`src/rtl/ex_alu_issue.sv`:
```
// ID/EX issue stage: decodes MIPS opcode/funct into an ALU control code, selects
// and extends operands, and registers them with flush/stall handling and debug state.
module ex_alu_issue #(
  parameter int IO_BUS_WIDTH  = 32,
  parameter int CTR_BUS_WIDTH = 4,
  parameter int CNT_WIDTH     = 16
) (
  input  logic                     i_clk,
  input  logic                     i_reset,
  input  logic                     i_valid,
  input  logic                     i_stall,
  input  logic                     i_flush,
  input  logic [5:0]               i_opcode,
  input  logic [5:0]               i_funct,
  input  logic [4:0]               i_shamt,
  input  logic [15:0]              i_imm,
  input  logic [IO_BUS_WIDTH-1:0]  i_rs_data,
  input  logic [IO_BUS_WIDTH-1:0]  i_rt_data,
  output logic [CTR_BUS_WIDTH-1:0] o_ctr_code,
  output logic [IO_BUS_WIDTH-1:0]  o_data_a,
  output logic [IO_BUS_WIDTH-1:0]  o_data_b,
  output logic                     o_valid,
  output logic                     o_illegal,
  output logic [CNT_WIDTH-1:0]     o_bubble_cnt
);

  // ALU control codes shared with the EX-stage ALU.
  localparam logic [CTR_BUS_WIDTH-1:0] CODE_ALU_EX_ADD = CTR_BUS_WIDTH'(4'h0);
  localparam logic [CTR_BUS_WIDTH-1:0] CODE_ALU_EX_SUB = CTR_BUS_WIDTH'(4'h1);
  localparam logic [CTR_BUS_WIDTH-1:0] CODE_ALU_EX_AND = CTR_BUS_WIDTH'(4'h2);
  localparam logic [CTR_BUS_WIDTH-1:0] CODE_ALU_EX_OR  = CTR_BUS_WIDTH'(4'h3);
  localparam logic [CTR_BUS_WIDTH-1:0] CODE_ALU_EX_XOR = CTR_BUS_WIDTH'(4'h4);
  localparam logic [CTR_BUS_WIDTH-1:0] CODE_ALU_EX_NOR = CTR_BUS_WIDTH'(4'h5);
  localparam logic [CTR_BUS_WIDTH-1:0] CODE_ALU_EX_SLT = CTR_BUS_WIDTH'(4'h6);
  localparam logic [CTR_BUS_WIDTH-1:0] CODE_ALU_EX_SLL = CTR_BUS_WIDTH'(4'h7);
  localparam logic [CTR_BUS_WIDTH-1:0] CODE_ALU_EX_SRL = CTR_BUS_WIDTH'(4'h8);
  localparam logic [CTR_BUS_WIDTH-1:0] CODE_ALU_EX_SRA = CTR_BUS_WIDTH'(4'h9);
  localparam logic [CTR_BUS_WIDTH-1:0] CODE_ALU_EX_NOP = CTR_BUS_WIDTH'(4'hF);

  logic [CTR_BUS_WIDTH-1:0] ctr_q, ctr_d;
  logic [IO_BUS_WIDTH-1:0]  a_q, a_d;
  logic [IO_BUS_WIDTH-1:0]  b_q, b_d;
  logic                     valid_q;
  logic                     illegal_q, illegal_d;
  logic [CNT_WIDTH-1:0]     cnt_q, cnt_inc;

  logic [IO_BUS_WIDTH-1:0] imm_sext, imm_zext, shamt_zext, rs_shamt_zext;

  assign imm_sext      = {{(IO_BUS_WIDTH-16){i_imm[15]}}, i_imm};
  assign imm_zext      = IO_BUS_WIDTH'(i_imm);
  assign shamt_zext    = IO_BUS_WIDTH'(i_shamt);
  assign rs_shamt_zext = IO_BUS_WIDTH'(i_rs_data[4:0]);

  // Saturating increment: the counter sticks at all-ones instead of wrapping.
  assign cnt_inc = (cnt_q == '1) ? cnt_q : cnt_q + 1'b1;

  always_comb begin
    ctr_d     = CODE_ALU_EX_NOP;
    a_d       = '0;
    b_d       = '0;
    illegal_d = 1'b0;
    unique case (i_opcode)
      6'h00: begin
        unique case (i_funct)
          6'h20, 6'h21: begin ctr_d = CODE_ALU_EX_ADD; a_d = i_rs_data; b_d = i_rt_data; end
          6'h22, 6'h23: begin ctr_d = CODE_ALU_EX_SUB; a_d = i_rs_data; b_d = i_rt_data; end
          6'h24: begin ctr_d = CODE_ALU_EX_AND; a_d = i_rs_data; b_d = i_rt_data; end
          6'h25: begin ctr_d = CODE_ALU_EX_OR;  a_d = i_rs_data; b_d = i_rt_data; end
          6'h26: begin ctr_d = CODE_ALU_EX_XOR; a_d = i_rs_data; b_d = i_rt_data; end
          6'h27: begin ctr_d = CODE_ALU_EX_NOR; a_d = i_rs_data; b_d = i_rt_data; end
          6'h2A: begin ctr_d = CODE_ALU_EX_SLT; a_d = i_rs_data; b_d = i_rt_data; end
          6'h00: begin ctr_d = CODE_ALU_EX_SLL; a_d = i_rt_data; b_d = shamt_zext; end
          6'h02: begin ctr_d = CODE_ALU_EX_SRL; a_d = i_rt_data; b_d = shamt_zext; end
          6'h03: begin ctr_d = CODE_ALU_EX_SRA; a_d = i_rt_data; b_d = shamt_zext; end
          6'h04: begin ctr_d = CODE_ALU_EX_SLL; a_d = i_rt_data; b_d = rs_shamt_zext; end
          6'h06: begin ctr_d = CODE_ALU_EX_SRL; a_d = i_rt_data; b_d = rs_shamt_zext; end
          6'h07: begin ctr_d = CODE_ALU_EX_SRA; a_d = i_rt_data; b_d = rs_shamt_zext; end
          6'h08, 6'h09: ;
          default: illegal_d = 1'b1;
        endcase
      end
      6'h08, 6'h09,
      6'h20, 6'h21, 6'h22, 6'h23, 6'h24, 6'h25,
      6'h28, 6'h29, 6'h2A, 6'h2B: begin
        ctr_d = CODE_ALU_EX_ADD; a_d = i_rs_data; b_d = imm_sext;
      end
      6'h0A: begin ctr_d = CODE_ALU_EX_SLT; a_d = i_rs_data; b_d = imm_sext; end
      6'h0C: begin ctr_d = CODE_ALU_EX_AND; a_d = i_rs_data; b_d = imm_zext; end
      6'h0D: begin ctr_d = CODE_ALU_EX_OR;  a_d = i_rs_data; b_d = imm_zext; end
      6'h0E: begin ctr_d = CODE_ALU_EX_XOR; a_d = i_rs_data; b_d = imm_zext; end
      6'h0F: begin ctr_d = CODE_ALU_EX_SLL; a_d = imm_zext; b_d = IO_BUS_WIDTH'(16); end
      6'h04, 6'h05: begin ctr_d = CODE_ALU_EX_SUB; a_d = i_rs_data; b_d = i_rt_data; end
      6'h02, 6'h03: ;
      default: illegal_d = 1'b1;
    endcase
  end

  // Priority: reset > flush > stall > load.
  always_ff @(posedge i_clk) begin
    if (!i_reset) begin
      ctr_q     <= CODE_ALU_EX_NOP;
      a_q       <= '0;
      b_q       <= '0;
      valid_q   <= 1'b0;
      illegal_q <= 1'b0;
      cnt_q     <= '0;
    end else if (i_flush || (!i_stall && !i_valid)) begin
      ctr_q   <= CODE_ALU_EX_NOP;
      a_q     <= '0;
      b_q     <= '0;
      valid_q <= 1'b0;
      cnt_q   <= cnt_inc;
    end else if (!i_stall) begin
      ctr_q     <= ctr_d;
      a_q       <= a_d;
      b_q       <= b_d;
      valid_q   <= 1'b1;
      illegal_q <= illegal_q | illegal_d;
    end
  end

  assign o_ctr_code   = ctr_q;
  assign o_data_a     = a_q;
  assign o_data_b     = b_q;
  assign o_valid      = valid_q;
  assign o_illegal    = illegal_q;
  assign o_bubble_cnt = cnt_q;

endmodule

```
`config.mk`:
```
export PLATFORM = sky130hd
export DESIGN_NAME = ex_alu_issue
export DESIGN_NICKNAME = d
export VERILOG_FILES = /design/src/rtl/ex_alu_issue.sv
export SDC_FILE = /design/constraint.sdc
export NUM_CORES = 1
export LEC_CHECK = 0
export CAP_MARGIN = 20
export CELL_PAD_IN_SITES_DETAIL_PLACEMENT = 0
export CELL_PAD_IN_SITES_GLOBAL_PLACEMENT = 1
export CORE_MARGIN = 2
export CORE_UTILIZATION = 34
export CTS_BUF_LIST = sky130_fd_sc_hd__clkbuf_8 sky130_fd_sc_hd__clkbuf_16
export CTS_CLUSTER_DIAMETER = 200
export DETAILED_ROUTE_END_ITERATION = 12
export DONT_BUFFER_PORTS = 1
export MAX_ROUTING_LAYER = met4
export PLACE_DENSITY_LB_ADDON = 0.1
export SYNTH_ARGS = -nofsm -noshare
export SYNTH_HDL_FRONTEND = slang
export SYNTH_SLANG_ARGS = --single-unit
```
`constraint.sdc`:
```
create_clock -name i_clk -period 2.5 [get_ports i_clk]
set_input_delay 0.375 -clock i_clk [delete_from_list [all_inputs] [get_ports i_clk]]
set_output_delay 0.375 -clock i_clk [all_outputs]
set_load 0.005 [all_outputs]
```
Word level (Yosys, flattened, before mapping). Cells that the tools add are included. W data, S select, Z words.

Add/subtract/negate cells: 1. Eq/ne operators: 38. Reduce and logical (&&, ||, !) cells: 25. Bitwise operators: 5. Multiplexer cells: 8.

Operators with widths (count): $pmux W32 S3 (2); $pmux W32 S5 (1); $eq A6 B6 Y1 const B (19); $pmux W32 S2 (1); $eq A6 B4 Y1 const B (9); $pmux W4 S10 (1); $pmux W4 S8 (1); $eq A6 B3 Y1 const B (5); $eq A6 B2 Y1 const B (4); $reduce_or A21 Y1 (1); $reduce_or A18 Y1 (1); $reduce_or A17 Y1 (1); $add A16 B1 Y16 const B (1); $eq A16 B16 Y1 const B (1); $reduce_or A2 Y1 (7); $reduce_or A13 Y1 (1); $logic_not A6 Y1 (2); $reduce_or A12 Y1 (1); $reduce_or A3 Y1 (3); $reduce_or A9 Y1 (1); $reduce_or A6 Y1 (1); $not A1 Y1 (4); $reduce_and A2 Y1 (2); $logic_not A1 Y1 (2); other kinds (5) (5).

Input port bits: 102. Word-level logic and storage cells: 83. Flip-flop bits (word level): 86.

Depth between registers and ports, before layout. Gate-level depths: netlist (run 1).

Depth in word-level cells: 5. Depth in mapped cells: 8. Gate-level depth less buffers: 6.

Worst setup path before layout (run 1). No wires, ideal clock.

Path kind: input-to-reg. From: input i_opcode[2]. To: register a_q[27], in the netlist o_data_a[27]. Setup slack: 0.506 ns. Stages: 7. Arrival time: 1.872 ns. Cell sequence: buf_2 > nand2b_1 > maj3_2 > o211ai_2 > o21ba_4 > buf_6 > a221o_1.

Longest elaborated chain between the ends: 3.

Ends and longest elaborated chain: from (decl) (RTL line 13) `input logic [5:0] i_opcode,`; $eq A6 B3 Y1 (tied with other cells) (RTL line 62) `unique case (i_opcode)`; $reduce_or A18 Y1 (no line); $pmux W32 S3 (*) (RTL line 62); to (signal assigned) (RTL line 102) `a_q <= '0;`; to (signal assigned) (RTL line 109) `a_q <= '0;`; to (signal assigned) (RTL line 115) `a_q <= a_d;`; to (decl) (RTL line 41) `logic [IO_BUS_WIDTH-1:0] a_q, a_d;`.

Every way passes the cells marked *; elsewhere a longest branch is shown, timed or not. A chain may end at the register's enable or synchronous reset.

Worst setup path in the final report (run 1).
From: register cnt_q[0], in the netlist o_bubble_cnt[0]. To: register cnt_q[0], in the netlist o_bubble_cnt[0].

Longest elaborated chain between the ends: 3.

Ends and longest elaborated chain: from (decl) (RTL line 45) `logic [CNT_WIDTH-1:0] cnt_q, cnt_inc;`; from (signal assigned) (RTL line 112) `cnt_q <= cnt_inc;`; branches (longest 3 deep; another with $add A16 B1 Y16).

Parallel ways; which one is timed is not known.

==> results of run 1 <==
[power by group through the flow]
stage / clock [uW] / combinational (uW) / sequential, uW
after floorplan: 0 / 133 / 1420
after global placement: 0 / 137 / 1430
after detailed placement: 0 / 139 / 1430
after CTS: 1640 / 139 / 1400
after global routing: 1710 / 157 / 1400
final: 1600 / 138 / 1400
[routing by layer]
layer | wire length [um] | share of wire | track usage | vias up
met3 | 1130 | 0.088 | 0.0649 | 4
met4 | 70 | 0.0054 | 0.0595 | 0
met5 | 0 | 0 | - | -
met2 | 6180 | 0.48 | 0.299 | 135
met1 | 5470 | 0.43 | 0.237 | 1738
li1 | - | - | - | 1718
[logic make-up (layout without fill, tap and decap cells)]
logic type | Yosys count | count (layout) | share of synthesized area
multiplexers | 7 | 7 | 0.0177
flip-flops | 86 | 86 | 0.406
buffers and inverters | 49 | 35 | 0.0584
AND/OR/NAND/NOR | 149 | 149 | 0.203
XOR/XNOR | 11 | 11 | 0.0227
AO/OA/AOI/OAI | 147 | 147 | 0.287
adder cells (fa/ha/maj) | 2 | 2 | 0.00560
[layout by cell type, fill, tap and decap left out, types with 11 or more instances in the layout]
cell / n
a21oi_1: 11
a221o_1: 47
a221oi_1: 22
and2_1: 19
and3_1: 31
dfxtp_1: 86
nand2_1: 17
nor2_1: 24
o21ai_0: 22
o2bb2ai_1: 12
[layout make-up]
type,instances,area [um^2]
fillers,1273,7440
multi-input cells,316,2280
flip-flops and latches,86,1720
clock buffers,10,239
well taps,168,210
clock inverters,6,118
repair buffers,8,60.1
inverters,11,41.3
[stage by stage]
stage	setup WS (ps)	cell area, um^2	instances	total power, uW
2_1_floorplan	506	4250	451	1560
3_3_place_gp	380	4320	589	1570
3_5_place_dp	366	4320	589	1570
4_1_cts	731	4670	605	3180
5_1_grt	596	4670	605	3260
6_report	736	4670	605	3140
[state kept, by name (all words and copies together) (netlist names)]
| signal | flops |
|---|---|
| o_bubble_cnt | 16 |
| o_ctr_code | 4 |
| o_data_a | 32 |
| o_data_b | 32 |
| o_illegal | 1 |
| o_valid | 1 |
[worst min path at each step]
stage               cells past startpoint          start      endpoint
floorplan                               2        o_valid       o_valid
global placement                        2        o_valid       o_valid
detailed placement                      2        o_valid       o_valid
CTS                                     1        i_stall       o_valid
global route                            1        i_stall       o_valid
finish                                  1  i_rs_data[11]  o_data_a[11]
[worst reg2reg max path, delay by kind of cell, from the launching register on]
family	cells	cell delay [ps]
and+or+nand+nor	4	550
DFF	1	410
adders and majority gates	1	350
buffers and inverters	1	190
xor gates and xnor gates	1	150
==> metrics.md, run 1 <==
| Metric | Value |
|---|---|
| Post-DRT Antenna Nets | 0 |
| Minimum clock period | about 1800 ps |
| Power share of the clock group | 0.511 |
| Worst setup SP type | register |
| Total grt overflow | 0 |
| Die X | 116 um |
| Htree depth | 3 |
| Max-cap violations | 0 |
| Layout area overhead | 10.1% |
| Cells after synthesis | around 450 |
| Mean area per synthesized cell | between 9 and 10 um^2 |
| Reg2reg start | o_bubble_cnt[0] |
| Crit path buf inv count | 1 |
| Syn nets | around 550 |
| Largest net degree at the start of global routing | 64 |
| Vias in the first global route | 3,543 |
| CTS tree | done |
| #FFs+latches synth | 86 |
| Crit path max fanout | 8 |
| DRC | 0 |
| PortBufs | 0 |
| Layout cell share with drive strength beyond 1 | 0.103 |
| Seq pwr share | 0.445 |
| Cts bufs inserted | 9 |
| P_int | 2450 uW |
| Clock root buffer | clkbuf_16 |
| Worst path cell trace | ha_1, nand3_1, nor4_1, buf_4, nor2_1, xnor2_1, nor2_1 |
| # Post-CTS Setup Buffers | 0 |
| Comb pwr share | 0.044 |
| Largest delay contributor family on the critical path | simple AND/OR/NAND/NOR gates |
| Top-count cell post-synth | dfxtp_1 |
| FF-to-FF path depth | 7 |
| P_sw | 683 uW |
| Area leader, netlist | dfxtp_1 |
| Area of the core | 12,100 um^2 |
| Final core occ | 0.386 |
| Ys flop type | dfxtp_1 |
| Final net count | 535 |
| Most area-consuming cells after synthesis | dfxtp_1 41%, a221o_1 11%, and3_1 4.6%, a221oi_1 4.5%, and2_1 2.8% |
| Reg2reg setup slack | 740 ps |
| Setup TNS | 0 ps |
| Final period utilization | 0.706 |
| Worst hold margin | 148 ps |
| Mapped Area | about 4200 um^2 |
| Router iterations before antenna repair | 4 |
| Cts-stage hold buffer count | 0 |
| Clock Pin Slew Worst Setup and Hold Paths | about 70 ps |
| Post-synthesis cell type count | 61 |
| RSZ-0062 raised after global routing | no |
| Slowest stage delay, CP | 410 ps |
| Overall die height | 116 um |
| Pwr/cell area | 672 nW/um^2 |
| Synth top area share | 0.406 |
| WL/cell | 21.2 um |
| Worst EP required | 2730 ps |
| Relative slew slack | 0.324 |
| RR Endpoint | o_bubble_cnt[0] |
| Crit. Startpoint | o_bubble_cnt[0] |
| Vias per cell | 5.94 |
| Crit Path Class | reg -> reg |
| Crit path capture | o_bubble_cnt[0] |
| Synth top cells by count | 86 x dfxtp_1, 47 x a221o_1, 31 x and3_1 |
| Final slew viol count | 0 |
| First-pass GRT wire length | just under 20,000 um |
| Post_cts resized | 0 |
| IO Count | between 150 and 200 |
| GRT Total Usage | 0.193 |
| Initial antenna violation count | 0 |
| Yosys warns | 0 |
| Via count | 3,595 |
| Endpoint class of the critical path | register |
| WP data arrival | 1990 ps |
| Post-Route WL | 12,900 um |
| Post-synth EDFFs | 0 |
| Crit path depth | 7 |
| Switching share of power | 0.218 |
| Die ar. | 13,400 um^2 |
| Ant diodes | 0 |
| Slew @ Worst Pin | 1010 ps |
| GPL Wtd Cong | 0.733 |
| Asr flop ratio synth | 0 |
| CTS sink count | 86 |
| Row count | 40 |
| VDD IR max | 0.275 mV |
| Endpoints failing hold | 0 |
| Worst-case clock buffer depth | 2 |
| Cell mode on critical path | nor2_1 |
| Initial Util | 0.351 |
| Worst skew pair latency | 340 ps |
| Leak | 0.00171 uW |
| CP max-delay cell | dfxtp_1 |
| Final Setup Violations | 0 |
| Status | finished, final reports clean |
| DP HPWL | 8660 um |
| Hold WC Path Type | in -> reg |
| Post-synthesis sequential area ratio | 0.406 |
| Max Fclk | 567 MHz |
| DRT iter0 DRCs | 255 |
| Fin Clk Skew | 4.17 ps |
No activity file was read; power rests on OpenSTA's default activity.
==> run 2: changes to the inputs <==
clock period = 1.5 ns   (was 2.5 ns; I/O delays follow)
==> metrics.md, run 2 (synthesis gave the netlist of run 1 again) <==
| Metric | Value |
|---|---|
| Router iterations before antenna repair | 4 |
| Area of the core | 12,100 um^2 |
| Slew @ Worst Pin | just over 600 ps |
| Vias in the first global route | 3,834 |
| DP HPWL | 9600 um |
| Switching share of power | 0.244 |
| WP data arrival | around 1700 ps |
| Overall die height | 116 um |
| Post-Layout Inst Area | 5590 um^2 |
| Clock root buffer | clkbuf_16 |
| Pre-CTS setup slack | -342 ps |
| Worst-case clock buffer depth | 2 |
| Via count | 4,006 |
| Total power | 4900 uW |
| Max-cap violations | 0 |
| Initial Util | 0.351 |
| Pwr/cell area | 877 nW/um^2 |
| FF-to-FF path depth | 7 |
| Die X | 116 um |
| Worst setup SP type | register |
| Worst hold margin | between 9 and 10 ps |
| Crit Path Class | reg -> reg |
| Worst skew pair latency | 350 ps |
| Endpoint class of the critical path | register |
| Layout area overhead | 31.6% |
| CTS tree | done |
| Cts bufs inserted | 9 |
| Worst Slack Setup Final | 89.0 ps |
| Fin Clk Skew | 4.17 ps |
| Post-DRT Antenna Nets | 0 |
| P_int | 3700 uW |
| Placed Area | 4840 um^2 |
| Total grt overflow | 0 |
| Seq pwr share | 0.475 |
| Final Setup Violations | 0 |
| RSZ-0062 raised after global routing | yes |
| Clock Pin Slew Worst Setup and Hold Paths | ~70 ps |
| First-pass GRT wire length | 20,600 um |
| Vias per cell | 5.75 |
| WL/cell | 19.7 um |
| Leak | 0.00218 uW |
| Hold WC Path Type | in -> reg |
| VDD IR max | 0.514 mV |
| DRT iter0 DRCs | 300 |
| Max Fclk | a little over 700 MHz |
| GPL Wtd Cong | 0.789 |
| Status | finished, final reports clean |
| DRC | 0 |
| Crit path max fanout | 5 |
| Comb pwr share | 0.081 |
| PortBufs | 0 |
| Layout cell share with drive strength beyond 1 | 0.206 |
| Endpoints failing hold | 0 |
| Register Area | approximately 1700 um^2 |
| CTS sink count | 86 |
| GRT Total Usage | 0.203 |
| Commonest non-fill, non-tap cell in the layout | dfxtp_1 |
| Final cell count without fillers | 697 |
| Final period utilization | 0.941 |
| Relative slew slack | 0.584 |
| IO Count | 188 |
| Inst Count DP | 639 |
| Largest net degree at the start of global routing | 59 |
| Minimum clock period | ~1400 ps |
| Htree depth | 3 |
| Power share of the clock group | 0.444 |
| Row count | 40 |
| Hold depth | 2 |
| Worst EP required | 1740 ps |
| Ant diodes | 0 |
| Final slew viol count | 0 |
| Multi-input gate area | 2360 um^2 |
| Initial antenna violation count | 0 |
| Final net count | between 600 and 700 |
| Die ar. | 13,400 um^2 |
| P_sw | 1200 uW |
| Post-Route WL | 13,800 um |
| Most frequent cells in the layout | 80 x dfxtp_1, 51 x buf_4, 47 x a221o_1 |
| # fillers | 1,197 |
## run 2: cell count changes in the layout (fill, tap and decap cells not counted), sizes merged
| cell | before | now |
|---|---|---|
| bufinv | 3 | 0 |
| clkinv | 1 | 4 |
| dlygate4sd3 | 0 | 40 |
| buf | 8 | 60 |
## run 2: cell type report
| cell class | count | share of cell area |
|---|---|---|
| clock buffers | 10 | 0.0428 |
| clock inverters | 6 | 0.00829 |
| inverters | 11 | 0.00739 |
| multi-input cells | 316 | 0.422 |
| flip-flops and latches | 86 | 0.310 |
| well taps | 168 | 0.0376 |
| repair buffers | 100 | 0.172 |
## run 2: layer usage
metal	vias to the layer above	routed length (um)	global-route usage
met5	-	0	-
met4	0	161	0.0508
met3	12	1220	0.0696
met2	159	6700	0.320
met1	1936	5670	0.249
li1	1899	-	-
## run 2: repair_timing
item                                   in CTS  in global routing
buffers inserted                            1                  1
setup endpoints to repair                   1                 24
resized for setup                           2                 11
pin swaps                                   1                  9
endpoints found under the hold margin      26                 10
hold buffers                               23                 17
## run 2: power by group through the flow
stage / registers [uW] / clock network [uW] / logic (uW)
after global routing: 2330 / 2350 / 436
after detailed placement: 2380 / 0 / 301
after floorplan: 2370 / 0 / 231
after CTS: 2320 / 2250 / 358
final: 2330 / 2170 / 398
after global placement: 2380 / 0 / 299
## run 2: path summary, 6_finish.rpt
kind / startpoint / endpoint / slack [ps]
setup / recovery: o_bubble_cnt[1] / o_bubble_cnt[5] / 90
hold / removal: i_reset / o_bubble_cnt[2] / 10
setup reg to reg: o_bubble_cnt[1] / o_bubble_cnt[5] / 90
hold reg to reg: o_valid / o_valid / 470
## run 2: critical path, stage by stage (launching register included)
cell	delay, ps
dfxtp_2	360
ha_4	160
nand3_4	90
nor4_4	250
buf_4	170
nor3_1	60
xnor2_1	160
nor2_1	50
## run 2: stage by stage
step	utilization	setup TNS, ps
after global routing	0.461	-16.8
final	0.461	0
after detailed placement	0.400	-14970
after global placement	0.400	-12490
after floorplan	-	-11480
after CTS	0.444	0
